## config.mk

```make
export PLATFORM = sky130hd
export DESIGN_NAME = codif_bin_dec_seq
export DESIGN_NICKNAME = d
export VERILOG_FILES = /design/src/rtl/codif_bin_dec_seq_pkg.sv /design/src/rtl/codif_bin_dec_seq_ajuste_bcd.sv /design/src/rtl/codif_bin_dec_seq.sv
export SDC_FILE = /design/constraint.sdc
export NUM_CORES = 1
export LEC_CHECK = 0
export CORE_MARGIN = 8
export CORE_UTILIZATION = 50
export CTS_CLUSTER_DIAMETER = 120
export CTS_CLUSTER_SIZE = 8
export DETAILED_ROUTE_END_ITERATION = 8
export PLACE_DENSITY = 0.74
export REMOVE_ABC_BUFFERS = 1
export SLEW_MARGIN = 20
export SYNTH_ARGS = -nofsm -noshare
export SYNTH_HDL_FRONTEND = slang
export SYNTH_SLANG_ARGS = --single-unit
```

## constraint.sdc

```tcl
create_clock -name clk -period 2.6 [get_ports clk]
set_input_delay 0.78 -clock clk [delete_from_list [all_inputs] [get_ports clk]]
set_output_delay 0.78 -clock clk [all_outputs]
set_load 0.02 [all_outputs]
```

## src/rtl/codif_bin_dec_seq_pkg.sv

```systemverilog
`default_nettype none
// +--------------------------------------------------------------------------+
// | Package : codif_pkg                                                      |
// | Shared definitions for the sequential binary-to-BCD converter:           |
// | FSM state encoding and BCD digit width.                                  |
// | Revision: 1.0 - initial release                                          |
// +--------------------------------------------------------------------------+
package codif_pkg;

    // Width of one BCD digit.
    localparam int BCD_W = 4;

    typedef enum logic [1:0] {
        REPOSO    = 2'd0,
        CONVIERTE = 2'd1,
        FIN       = 2'd2
    } estado_t;

endpackage : codif_pkg
`default_nettype wire

```

## src/rtl/codif_bin_dec_seq_ajuste_bcd.sv

```systemverilog
`default_nettype none
// +--------------------------------------------------------------------------+
// | Module  : ajuste_bcd                                                     |
// | Combinational add-3 cell of the double-dabble algorithm: a digit of 5 or |
// | more gets +3 so that the following left shift carries correctly into     |
// | the next decimal digit.                                                  |
// | Ports   : entrada [BCD_W-1:0] digit before adjust                        |
// |           salida  [BCD_W-1:0] adjusted digit                             |
// | Revision: 1.0 - initial release                                          |
// +--------------------------------------------------------------------------+
module ajuste_bcd
    import codif_pkg::*;
(
    input  logic [BCD_W-1:0] entrada,
    output logic [BCD_W-1:0] salida
);

    assign salida = (entrada >= BCD_W'(5)) ? (entrada + BCD_W'(3)) : entrada;

endmodule : ajuste_bcd
`default_nettype wire

```

## src/rtl/codif_bin_dec_seq.sv

```systemverilog
`default_nettype none
// +--------------------------------------------------------------------------+
// | Module  : codif_bin_dec_seq                                              |
// | Sequential binary-to-BCD converter (shift-add-3, one bit per clock)      |
// | with start/done handshake, held result and overflow flag.                |
// | Ports   : clk       system clock, rising edge                            |
// |           rst_n     asynchronous active-low reset                        |
// |           inicio    start request (taken when not converting)            |
// |           numero    [ANCHO-1:0] unsigned binary input                    |
// |           ocupado   conversion in progress                               |
// |           valido    one-cycle pulse, new result on bcd/desborde          |
// |           bcd       [4*DIGITOS-1:0] result, digit 0 = units              |
// |           desborde  numero >= 10**DIGITOS (bcd truncated)                |
// | Revision: 1.0 - initial release                                          |
// +--------------------------------------------------------------------------+
module codif_bin_dec_seq
    import codif_pkg::*;
#(
    parameter int ANCHO   = 16,
    parameter int DIGITOS = 4
) (
    input  logic                     clk,
    input  logic                     rst_n,
    input  logic                     inicio,
    input  logic [ANCHO-1:0]         numero,
    output logic                     ocupado,
    output logic                     valido,
    output logic [BCD_W*DIGITOS-1:0] bcd,
    output logic                     desborde
);

    localparam int               CNT_W       = $clog2(ANCHO + 1);
    localparam int               ACC_W       = BCD_W * DIGITOS;
    localparam int               REG_W       = ACC_W + ANCHO;
    localparam logic [CNT_W-1:0] CNT_CARGA   = CNT_W'(ANCHO);
    localparam logic [CNT_W-1:0] CNT_UNO     = CNT_W'(1);

    estado_t            estado_q, estado_d;
    logic [CNT_W-1:0]   cnt_q, cnt_d;
    logic [ANCHO-1:0]   sh_q, sh_d;
    logic [ACC_W-1:0]   acc_q, acc_d;
    logic               ovf_q, ovf_d;
    logic [ACC_W-1:0]   bcd_q, bcd_d;
    logic               desborde_q, desborde_d;
    logic               valido_q, valido_d;
    logic               ocupado_q, ocupado_d;

    logic [ACC_W-1:0]   acc_adj;
    logic [REG_W-1:0]   desplazado;
    logic               ovf_sig;

    for (genvar k = 0; k < DIGITOS; k++) begin : g_ajuste
        ajuste_bcd u_ajuste (
            .entrada (acc_q[BCD_W*k +: BCD_W]),
            .salida  (acc_adj[BCD_W*k +: BCD_W])
        );
    end

    always_comb begin
        estado_d   = estado_q;
        cnt_d      = cnt_q;
        sh_d       = sh_q;
        acc_d      = acc_q;
        ovf_d      = ovf_q;
        bcd_d      = bcd_q;
        desborde_d = desborde_q;
        valido_d   = 1'b0;

        // The top adjusted bit leaves the accumulator on the shift; keeping
        // it only as a sticky flag yields numero mod 10**DIGITOS in bcd.
        desplazado = {acc_adj[ACC_W-2:0], sh_q, 1'b0};
        ovf_sig    = ovf_q | acc_adj[ACC_W-1];

        case (estado_q)
            // FIN also takes a new request so that a held inicio converts
            // back-to-back at one result every ANCHO+1 cycles.
            REPOSO, FIN: begin
                if (inicio) begin
                    sh_d     = numero;
                    acc_d    = '0;
                    ovf_d    = 1'b0;
                    cnt_d    = CNT_CARGA;
                    estado_d = CONVIERTE;
                end else begin
                    estado_d = REPOSO;
                end
            end
            CONVIERTE: begin
                acc_d = desplazado[REG_W-1:ANCHO];
                sh_d  = desplazado[ANCHO-1:0];
                ovf_d = ovf_sig;
                cnt_d = cnt_q - CNT_UNO;
                if (cnt_q == CNT_UNO) begin
                    bcd_d      = desplazado[REG_W-1:ANCHO];
                    desborde_d = ovf_sig;
                    valido_d   = 1'b1;
                    estado_d   = FIN;
                end
            end
            default: begin
                estado_d = REPOSO;
            end
        endcase

        ocupado_d = (estado_d != REPOSO);
    end

    always_ff @(posedge clk or negedge rst_n) begin
        if (!rst_n) begin
            estado_q   <= REPOSO;
            cnt_q      <= '0;
            sh_q       <= '0;
            acc_q      <= '0;
            ovf_q      <= 1'b0;
            bcd_q      <= '0;
            desborde_q <= 1'b0;
            valido_q   <= 1'b0;
            ocupado_q  <= 1'b0;
        end else begin
            estado_q   <= estado_d;
            cnt_q      <= cnt_d;
            sh_q       <= sh_d;
            acc_q      <= acc_d;
            ovf_q      <= ovf_d;
            bcd_q      <= bcd_d;
            desborde_q <= desborde_d;
            valido_q   <= valido_d;
            ocupado_q  <= ocupado_d;
        end
    end

    assign ocupado  = ocupado_q;
    assign valido   = valido_q;
    assign bcd      = bcd_q;
    assign desborde = desborde_q;

endmodule : codif_bin_dec_seq
`default_nettype wire

```

### Word level (Yosys, flattened, before mapping)

Cells that the tools add are included.

* register bits after elaboration: 59
* input port bits: 19
* output and inout port bits: 19
* word-level logic and storage cells: 46

* add/sub/neg operators: 5
* $lt $le $gt $ge: 4
* equal/unequal tests: 4
* muxes and demuxes: 17
* bitwise operators: 1
* reduce and logical (&&, ||, !) cells: 6

Operators with widths (number)
* 16-bit one-hot mux with 2 select lines: 2
* 16-bit two-way mux: 2
* 4-bit by 2-bit adder with 4-bit output (second input constant): 4
* 4-bit by 3-bit greater-or-equal comparator with 1-bit output (second input constant): 4
* 4-bit two-way mux: 4
* 5-bit one-hot mux with 2 select lines: 1
* 5-bit by 1-bit equality test with 1-bit output (second input constant): 1
* 5-bit two-way mux: 1
* 5-bit by 1-bit subtractor with 5-bit output (second input constant): 1
* 1-bit two-way mux: 4
* 2-bit one-hot mux with 2 select lines: 1
* 2-bit AND reduction: 2
* 2-bit nonzero test: 2
* 2-bit by 1-bit equality test with 1-bit output (second input constant): 1
* 2-bit equality test (second input constant): 1
* 2-bit logical NOT: 1
* 2-bit two-way mux: 1
* 2-bit != test (second input constant): 1
* 1-bit one-hot mux with 2 select lines: 1
* 2-bit OR reduction: 1
* 1-bit bitwise OR: 1

### Logic depth before layout (Yosys ltp)

Gate-level depths: netlist of the first run.

* depth in word-level cells: 4
* mapped depth: 8
* mapped depth without buffers: 7

### Hierarchy

Synthesis of the first run repeated with hierarchy kept, for this count alone.

* cell total of the unflattened synthesis: 245
* area, all modules: 2756.4 um^2

By module, submodules not included
* codif_bin_dec_seq: instances 1, cells an instance 181, area each 2351.0 um^2
* ajuste_bcd: instances 4, cells an instance 16, area each 101.3 um^2

### Worst setup path before layout of the first run

OpenSTA, ideal clock, no wires.

* kind: input to register
* start point: input port inicio
* end point: register acc_q[11]
* library setup time: 0.122 ns
* data arrival time: 1.527 ns
* data required time: 2.478 ns
* path slack: 0.951 ns
* stages: 7
* cell sequence: nor2b_1 -> buf_4 -> nor2_4 -> inv_2 -> buf_4 -> o31ai_1 -> a32o_1

* word-level cells in the longest chain between the ends: 2

RTL lines
* start: declaration: RTL line codif_bin_dec_seq.sv:24 `input logic inicio,`
* 2-bit != test (no line)
* 2-bit AND reduction (no line)
* end signal: assignment: RTL line codif_bin_dec_seq.sv:113 `acc_q <= '0;`
* end signal: assignment: RTL line codif_bin_dec_seq.sv:123 `acc_q <= acc_d;`
* end: declaration: RTL line codif_bin_dec_seq.sv:41 `logic [ACC_W-1:0] acc_q, acc_d;`

No other way between the ends.
A chain may end at the register's enable or synchronous reset.

### Final worst setup path of the first run

* start point: register bcd_q[0] (netlist: bcd[0])
* end point: output port bcd[0]

RTL lines
* start: declaration: RTL line codif_bin_dec_seq.sv:43 `logic [ACC_W-1:0] bcd_q, bcd_d;`
* start signal: assignment: RTL line codif_bin_dec_seq.sv:115 `bcd_q <= '0;`
* start signal: assignment: RTL line codif_bin_dec_seq.sv:125 `bcd_q <= bcd_d;`
* end: declaration: RTL line codif_bin_dec_seq.sv:28 `output logic [BCD_W*DIGITOS-1:0] bcd,`

No word-level cell between the ends.

==> results of run 1 <==
cell usage in the layout, fill, tap and decap left out, types with 2 or more instances in the layout:
cell type,count
sky130_fd_sc_hd__a21oi_1,8
sky130_fd_sc_hd__a21oi_2,4
sky130_fd_sc_hd__a22o_1,8
sky130_fd_sc_hd__a22oi_1,15
sky130_fd_sc_hd__a32o_1,4
sky130_fd_sc_hd__buf_4,3
sky130_fd_sc_hd__clkbuf_8,10
sky130_fd_sc_hd__clkdlybuf4s50_1,36
sky130_fd_sc_hd__clkinv_2,4
sky130_fd_sc_hd__dfrtp_1,59
sky130_fd_sc_hd__ha_1,10
sky130_fd_sc_hd__inv_1,11
sky130_fd_sc_hd__mux2_2,7
sky130_fd_sc_hd__mux2i_1,4
sky130_fd_sc_hd__nand2_1,37
sky130_fd_sc_hd__nand2_2,9
sky130_fd_sc_hd__nand2b_1,6
sky130_fd_sc_hd__nand3_1,3
sky130_fd_sc_hd__nor3b_1,8
sky130_fd_sc_hd__o21ai_0,10
sky130_fd_sc_hd__o21ai_2,8
sky130_fd_sc_hd__o22ai_1,5
sky130_fd_sc_hd__o31ai_1,5
sky130_fd_sc_hd__or4_1,2
sky130_fd_sc_hd__xnor2_1,4
kinds of logic (layout without fill, tap and decap cells):
kind of cell	after synthesis	in the layout	share of synthesized area
compound gates	68	68	0.1798
buf+inv	24	70	0.04630
mux	11	11	0.04313
xor+xnor	4	4	0.01271
simple gates	70	70	0.1371
fa+ha+maj	10	10	0.04539
flops	59	59	0.5356
worst reg2reg max path: cells and delay by family, from the launching register on:
| kind | cells | cell delay (ns) |
|---|---|---|
| AO/OA/AOI/OAI | 1 | 0.22 |
| adder cells (fa/ha/maj) | 1 | 0.25 |
| buffers and inverters | 1 | 0.12 |
| flip-flops | 1 | 0.40 |
| multiplexers | 2 | 0.51 |
| AND/OR/NAND/NOR | 1 | 0.12 |
cells in the mapped netlist (5+ instances only):
cell / instances
sky130_fd_sc_hd__nand2_2: 9
sky130_fd_sc_hd__o21ai_0: 10
sky130_fd_sc_hd__nor3b_1: 8
sky130_fd_sc_hd__nand2b_1: 6
sky130_fd_sc_hd__a21oi_1: 8
sky130_fd_sc_hd__nand2_1: 37
sky130_fd_sc_hd__o21ai_2: 8
sky130_fd_sc_hd__a22oi_1: 15
sky130_fd_sc_hd__mux2_2: 7
sky130_fd_sc_hd__o22ai_1: 5
sky130_fd_sc_hd__inv_1: 11
sky130_fd_sc_hd__a22o_1: 8
sky130_fd_sc_hd__o31ai_1: 5
sky130_fd_sc_hd__ha_1: 10
sky130_fd_sc_hd__dfrtp_1: 59
metrics by stage:
stage          hold slack (ns)  power (mW)  utilization  area (um2)  cells
6_report                0.4280       4.521       0.6236        3371    364
5_1_grt                 0.4541       4.874       0.6236        3371    364
3_3_place_gp            0.4608       3.644       0.5877        3177    348
3_5_place_dp            0.4657       3.731       0.5877        3177    348
4_1_cts                 0.4500       4.569       0.6236        3371    364
2_1_floorplan           0.4463       3.033            -        2679    235
state kept, by name, summed over array words and instances, names as in the netlist:
| register | count |
|---|---|
| desborde | 1 |
| cnt_q | 5 |
| sh_q | 16 |
| valido | 1 |
| acc_q | 16 |
| ocupado | 1 |
| ovf_q | 1 |
| estado_q | 2 |
| bcd | 16 |
worst min-delay path by stage:
stage / from / endpoint / slack [ns] / depth (start not counted)
final: rst_n / bcd[5] / 0.43 / 2
after global routing: rst_n / bcd[14] / 0.45 / 2
after CTS: rst_n / bcd[4] / 0.45 / 2
after detailed placement: sh_q[4] / sh_q[4] / 0.47 / 2
after global placement: sh_q[14] / sh_q[14] / 0.46 / 2
after floorplan: sh_q[10] / sh_q[10] / 0.45 / 2
routing by layer:
layer  global-route usage  part of all wire  vias up
li1                     -                 -      956
met1               0.1693              0.47      942
met2               0.2294              0.46       47
met3              0.04406             0.057        9
met4              0.08322             0.019        0
met5                    0                 0        -
power groups by stage:
stage               Sequential (mW)  Clock [mW]  Combinational, mW
finish                         1.67       0.811               2.04
global route                   1.74       0.875               2.26
CTS                            1.67       0.831               2.07
detailed placement             1.68           0               2.05
global placement               1.66           0               1.98
floorplan                      1.78           0               1.25
cell type report:
cell class	instances	area, um2
fillers	479	2034
flip-flops and latches	59	1476
multi-input cells	163	1152
repair buffers	41	407.9
clock buffers	11	141.4
well taps	72	90.09
clock inverters	5	52.55
inverters	13	50.05
==> results.cfg, run 1 <==
[outcome]
outcome = completed

[timing]
finalWorstSetupSlack_ns = 0.4952
setup-violations-final = 0
layout_worst_path_cycle_share = 0.8096
fin_tns_setup_ns = 0
timing.final.hold_violations = 0
grt_setup_unrepaired = no
timing.clock.skew_ns = 0.008722
post-route-min-period_ns = 2.105
finalMaxSlewViolations = 0
tightest_slew_ns = 0.4816
upper_clock_frequency_limit_mhz = 475.1
slew_headroom = 0.6789

[logic_synthesis]
synth-seq-cells = 59
ys_top_cells_by_area = sky130_fd_sc_hd__dfrtp_1 54%, sky130_fd_sc_hd__nand2_1 5.0%, sky130_fd_sc_hd__ha_1 4.5%, sky130_fd_sc_hd__a22oi_1 4.1%, sky130_fd_sc_hd__mux2_2 2.9%
postSynthAreaPerCell_um2 = 11.20
yosys_warnings = 0
yosys.area.top_type_share = 0.5356
netlist-cell-type-count = 35
post_synth_inst_count = 246
cell_type_with_the_highest_aggregate_area_in_the_netlist = sky130_fd_sc_hd__dfrtp_1
fraction_of_registers_with_async_set_reset = 1.000
synth_seq_area_share = 0.5356
yosys_most_used_dff = sky130_fd_sc_hd__dfrtp_1
synth_area_um2 = 2756
synth-edff-count = 0

[die]
placeableCoreArea_um2 = 5405
die-area_um2 = 8145
start_util = 0.5100
chipHeight_um = 90.25
design.portCount = 38
row_count = 27
die_width_um = 90.25

[global_route]
overflow = 0
first_global_vias = 2069
number_of_antenna_violations_at_the_first_check_in_global_routing = 0
grt_pass1_wl_mm = 9.611
grt_usage = 0.1443
grt_max_degree = 60

[worst_setup_path]
reg_to_reg_critical_path_endpoint = bcd[14]
timing.critical_path.buf_inv = 1
depth_of_the_critical_timing_path_with_buffers_and_inverters_included = 1
worst_setup_path_end_kind = output pin
timing.critical_path.fanout_max = 2
cp_slowest_stage_delay_ns = 0.62
cp_cell_sequence = clkdlybuf4s50_1
cp_data_arrival_time_ns = 1.32
cp_slowest_cell = sky130_fd_sc_hd__clkdlybuf4s50_1
r2r_slack_ns = 0.93
worst_r2r_startpoint = acc_q[12]
critical_path_origin = bcd[0]
crit_path_end = bcd[0]
timing.setup.critical_path_class = flop to output pin
worstPathRequired_ns = 1.82
nature_of_the_critical_path_startpoint = flop
critical_path.top_delay_family = buffers and inverters
ff2ff_path_depth = 6

[cts]
tritoncts.num_buffers = 9
root_buffer = sky130_fd_sc_hd__clkbuf_8
worst_skew_pair.late_latency_ns = 0.33
postCtsResizedCells = 0
number_of_buffers_between_clock_root_and_the_deepest_sink = 2
postCtsSetupBuffers = 0
clock_transition_time_at_the_flip_flop_clock_pins_of_the_worst_setup_and_hold_paths_ns = 0.07
cts_htree_levels = 3
tritoncts_clock_tree = yes
clock_sink_count = 59
cts.hold.buffers_added = 0

[finish]
num-nets-final = 316
antenna_cells = 0
final_layout_size_suffix_gt1_frac = 0.1815
area_growth_syn_to_layout_pct = 22.29

[place]
gp_congestion = 0.7924
io_buffer_count = 37
detailed_place_hpwl_mm = 3.633
post-place-ws_ns = 0.3944

[routing]
drtAntennaViolNets = 0
route.vias.total = 1954
detail_route.first_pass.iterations = 4
totalWireLength_mm = 5.433
initialDrtViolationCount = 51
drc = 0
drt-wirelength-per-cell_um = 14.93
post_drt_via_cell_ratio = 5.368

[power]
cellInternalPower_mw = 2.743
clock_power_share = 0.180
power.switching_mw = 1.778
leakage_nw = 1.513
swShare = 0.3933
power_per_cell_area_nw_per_um2 = 1341
power.sequential.fraction = 0.369
comb_power_share = 0.451
power.ir.vdd_worst_v = 0.0006934

[min_path]
holdCritPathClass = input port to asynchronous set/reset pin

[flow_run]
max-cap-violations = 0
(Power assumes the default switching activity.)
==> inputs of run 2 (changes only) <==
==> constraint.sdc (replaced) <==
create_clock -name clk -period 1.95 [get_ports clk]
set_input_delay 0.585 -clock clk [delete_from_list [all_inputs] [get_ports clk]]
set_output_delay 0.585 -clock clk [all_outputs]
set_load 0.02 [all_outputs]
==> run 2 against run 1 <==
- setup slack got worse by 0.44 ns
- cell count rose by 1.4%
- combinational power rose by 37%
- global-route usage rose by 0.62 points
- largest cell class unchanged
- highest routed layer unchanged
==> results.cfg, run 2 (synthesis gave the netlist of run 1 again) <==
[outcome]
outcome = completed

[die]
die-area_um2 = 8145
placeableCoreArea_um2 = 5405
design.portCount = 38
start_util = 0.5100
chipHeight_um = 90.25
die_width_um = 90.25
row_count = 27

[worst_setup_path]
cp_cell_sequence = clkdlybuf4s50_1
reg_to_reg_critical_path_endpoint = bcd[10]
critical_path_origin = desborde
worstPathRequired_ns = 1.36
worst_r2r_startpoint = acc_q[9]
critical_path.top_delay_family = buffers and inverters
ff2ff_path_depth = 6
worst_setup_path_end_kind = output pin
depth_of_the_critical_timing_path_with_buffers_and_inverters_included = 1
cp_data_arrival_time_ns = 1.31
crit_path_end = desborde
timing.critical_path.fanout_max = 2
nature_of_the_critical_path_startpoint = flop
timing.setup.critical_path_class = flop to output pin
cp_slowest_stage_delay_ns = 0.62
cp_slowest_cell = sky130_fd_sc_hd__clkdlybuf4s50_1
r2r_slack_ns = 0.26
timing.critical_path.buf_inv = 1

[finish]
mostFrequentLayoutCell = sky130_fd_sc_hd__dfrtp_1
area_growth_syn_to_layout_pct = 23.06
total_area_of_multi_input_combinational_cells_um2 = 1152
antenna_cells = 0
regArea_um2 = 1476
final_layout_size_suffix_gt1_frac = 0.1886
fillers = 474
final-instance-count-excl-fill = 369
num-nets-final = 321
post-route-util = 0.6275
final_cell_mix = 59 x sky130_fd_sc_hd__dfrtp_1, 37 x sky130_fd_sc_hd__nand2_1, 34 x sky130_fd_sc_hd__clkdlybuf4s50_1

[global_route]
grt_pass1_wl_mm = 9.867
grt_max_degree = 60
first_global_vias = 2092
grt_usage = 0.1505
number_of_antenna_violations_at_the_first_check_in_global_routing = 0
overflow = 0

[timing]
fin_tns_setup_ns = 0
post-route-min-period_ns = 1.894
timing.clock.skew_ns = 0.005939
finalWorstSetupSlack_ns = 0.05585
finalMaxSlewViolations = 0
worst_hold_slack_ns = 0.2436
tightest_slew_ns = 0.3122
grt_setup_unrepaired = no
layout_worst_path_cycle_share = 0.9714
timing.final.hold_violations = 0
setup-violations-final = 0
upper_clock_frequency_limit_mhz = 527.9
slew_headroom = 0.7919

[place]
post-place-ws_ns = -0.03265
place.detailed.instances = 353
detailed_place_hpwl_mm = 3.849
gp_congestion = 0.8137
io_buffer_count = 37

[routing]
initialDrtViolationCount = 97
detail_route.first_pass.iterations = 4
drt-wirelength-per-cell_um = 14.99
drtAntennaViolNets = 0
totalWireLength_mm = 5.532
post_drt_via_cell_ratio = 5.358
route.vias.total = 1977
drc = 0

[power]
leakage_nw = 1.558
power_per_cell_area_nw_per_um2 = 1773
power.ir.vdd_worst_v = 0.0008407

[cts]
tritoncts_clock_tree = yes
clock_sink_count = 59
root_buffer = sky130_fd_sc_hd__clkbuf_8
cts_htree_levels = 3
clock_transition_time_at_the_flip_flop_clock_pins_of_the_worst_setup_and_hold_paths_ns = 0.07
tritoncts.num_buffers = 9
worst_skew_pair.late_latency_ns = 0.33
number_of_buffers_between_clock_root_and_the_deepest_sink = 2
cts.hold.buffers_added = 0

[min_path]
holdCritPathClass = input port to asynchronous set/reset pin

[flow_run]
max-cap-violations = 0
-- run 2: cell count changes in the layout (fill, tap and decap cells not counted), sizes merged --
cell           change
clkinvlp           -1
bufinv             -1
clkinv             -1
clkbuf             +3
dlymetal6s2s       +2
clkdlybuf4s50      -2
buf                +5
-- run 2: power breakdown --
group	switching [mW]	total (mW)	internal, mW
logic	1.49	2.80	1.31
registers	0.440	2.23	1.79
clock network	0.457	0.985	0.528
-- run 2: through the flow --
step / area, um2 / power (mW)
floorplan: 2679 / 4.044
global placement: 3214 / 4.941
detailed placement: 3214 / 5.070
CTS: 3387 / 6.069
global route: 3392 / 6.509
finish: 3392 / 6.015
-- run 2: how the worst min path moves through the flow --
stage	startpoint	to	slack (ns)	depth (start not counted)
after floorplan	rst_n	acc_q[0]	0.29	0
after global placement	sh_q[14]	sh_q[14]	0.46	2
after detailed placement	sh_q[7]	sh_q[7]	0.46	2
after CTS	rst_n	bcd[13]	0.25	2
after global routing	rst_n	bcd[15]	0.26	2
final	rst_n	bcd[13]	0.24	2
-- run 2: area by class of cell --
| class | count | area share |
|---|---|---|
| tap | 72 | 0.02656 |
| timing repair buffer | 46 | 0.1328 |
| multi-input combinational | 163 | 0.3397 |
| clock buffer | 14 | 0.04795 |
| sequential | 59 | 0.4353 |
| inverter | 13 | 0.01475 |
| clock inverter | 2 | 0.002951 |
-- run 2: per-layer routing --
layer / GRT usage / vias to the layer above / part of all wire
met3: 0.04655 / 12 / 0.053
li1: - / 967 / -
met2: 0.2282 / 47 / 0.46
met4: 0.08322 / 0 / 0.025
met1: 0.1870 / 951 / 0.46
met5: 0 / - / 0
-- run 2: repair_timing --
| item | CTS | global route |
|---|---|---|
| buffers inserted | 0 | 0 |
| endpoints found under the setup margin | 0 | 2 |
| resized for setup | 0 | 2 |
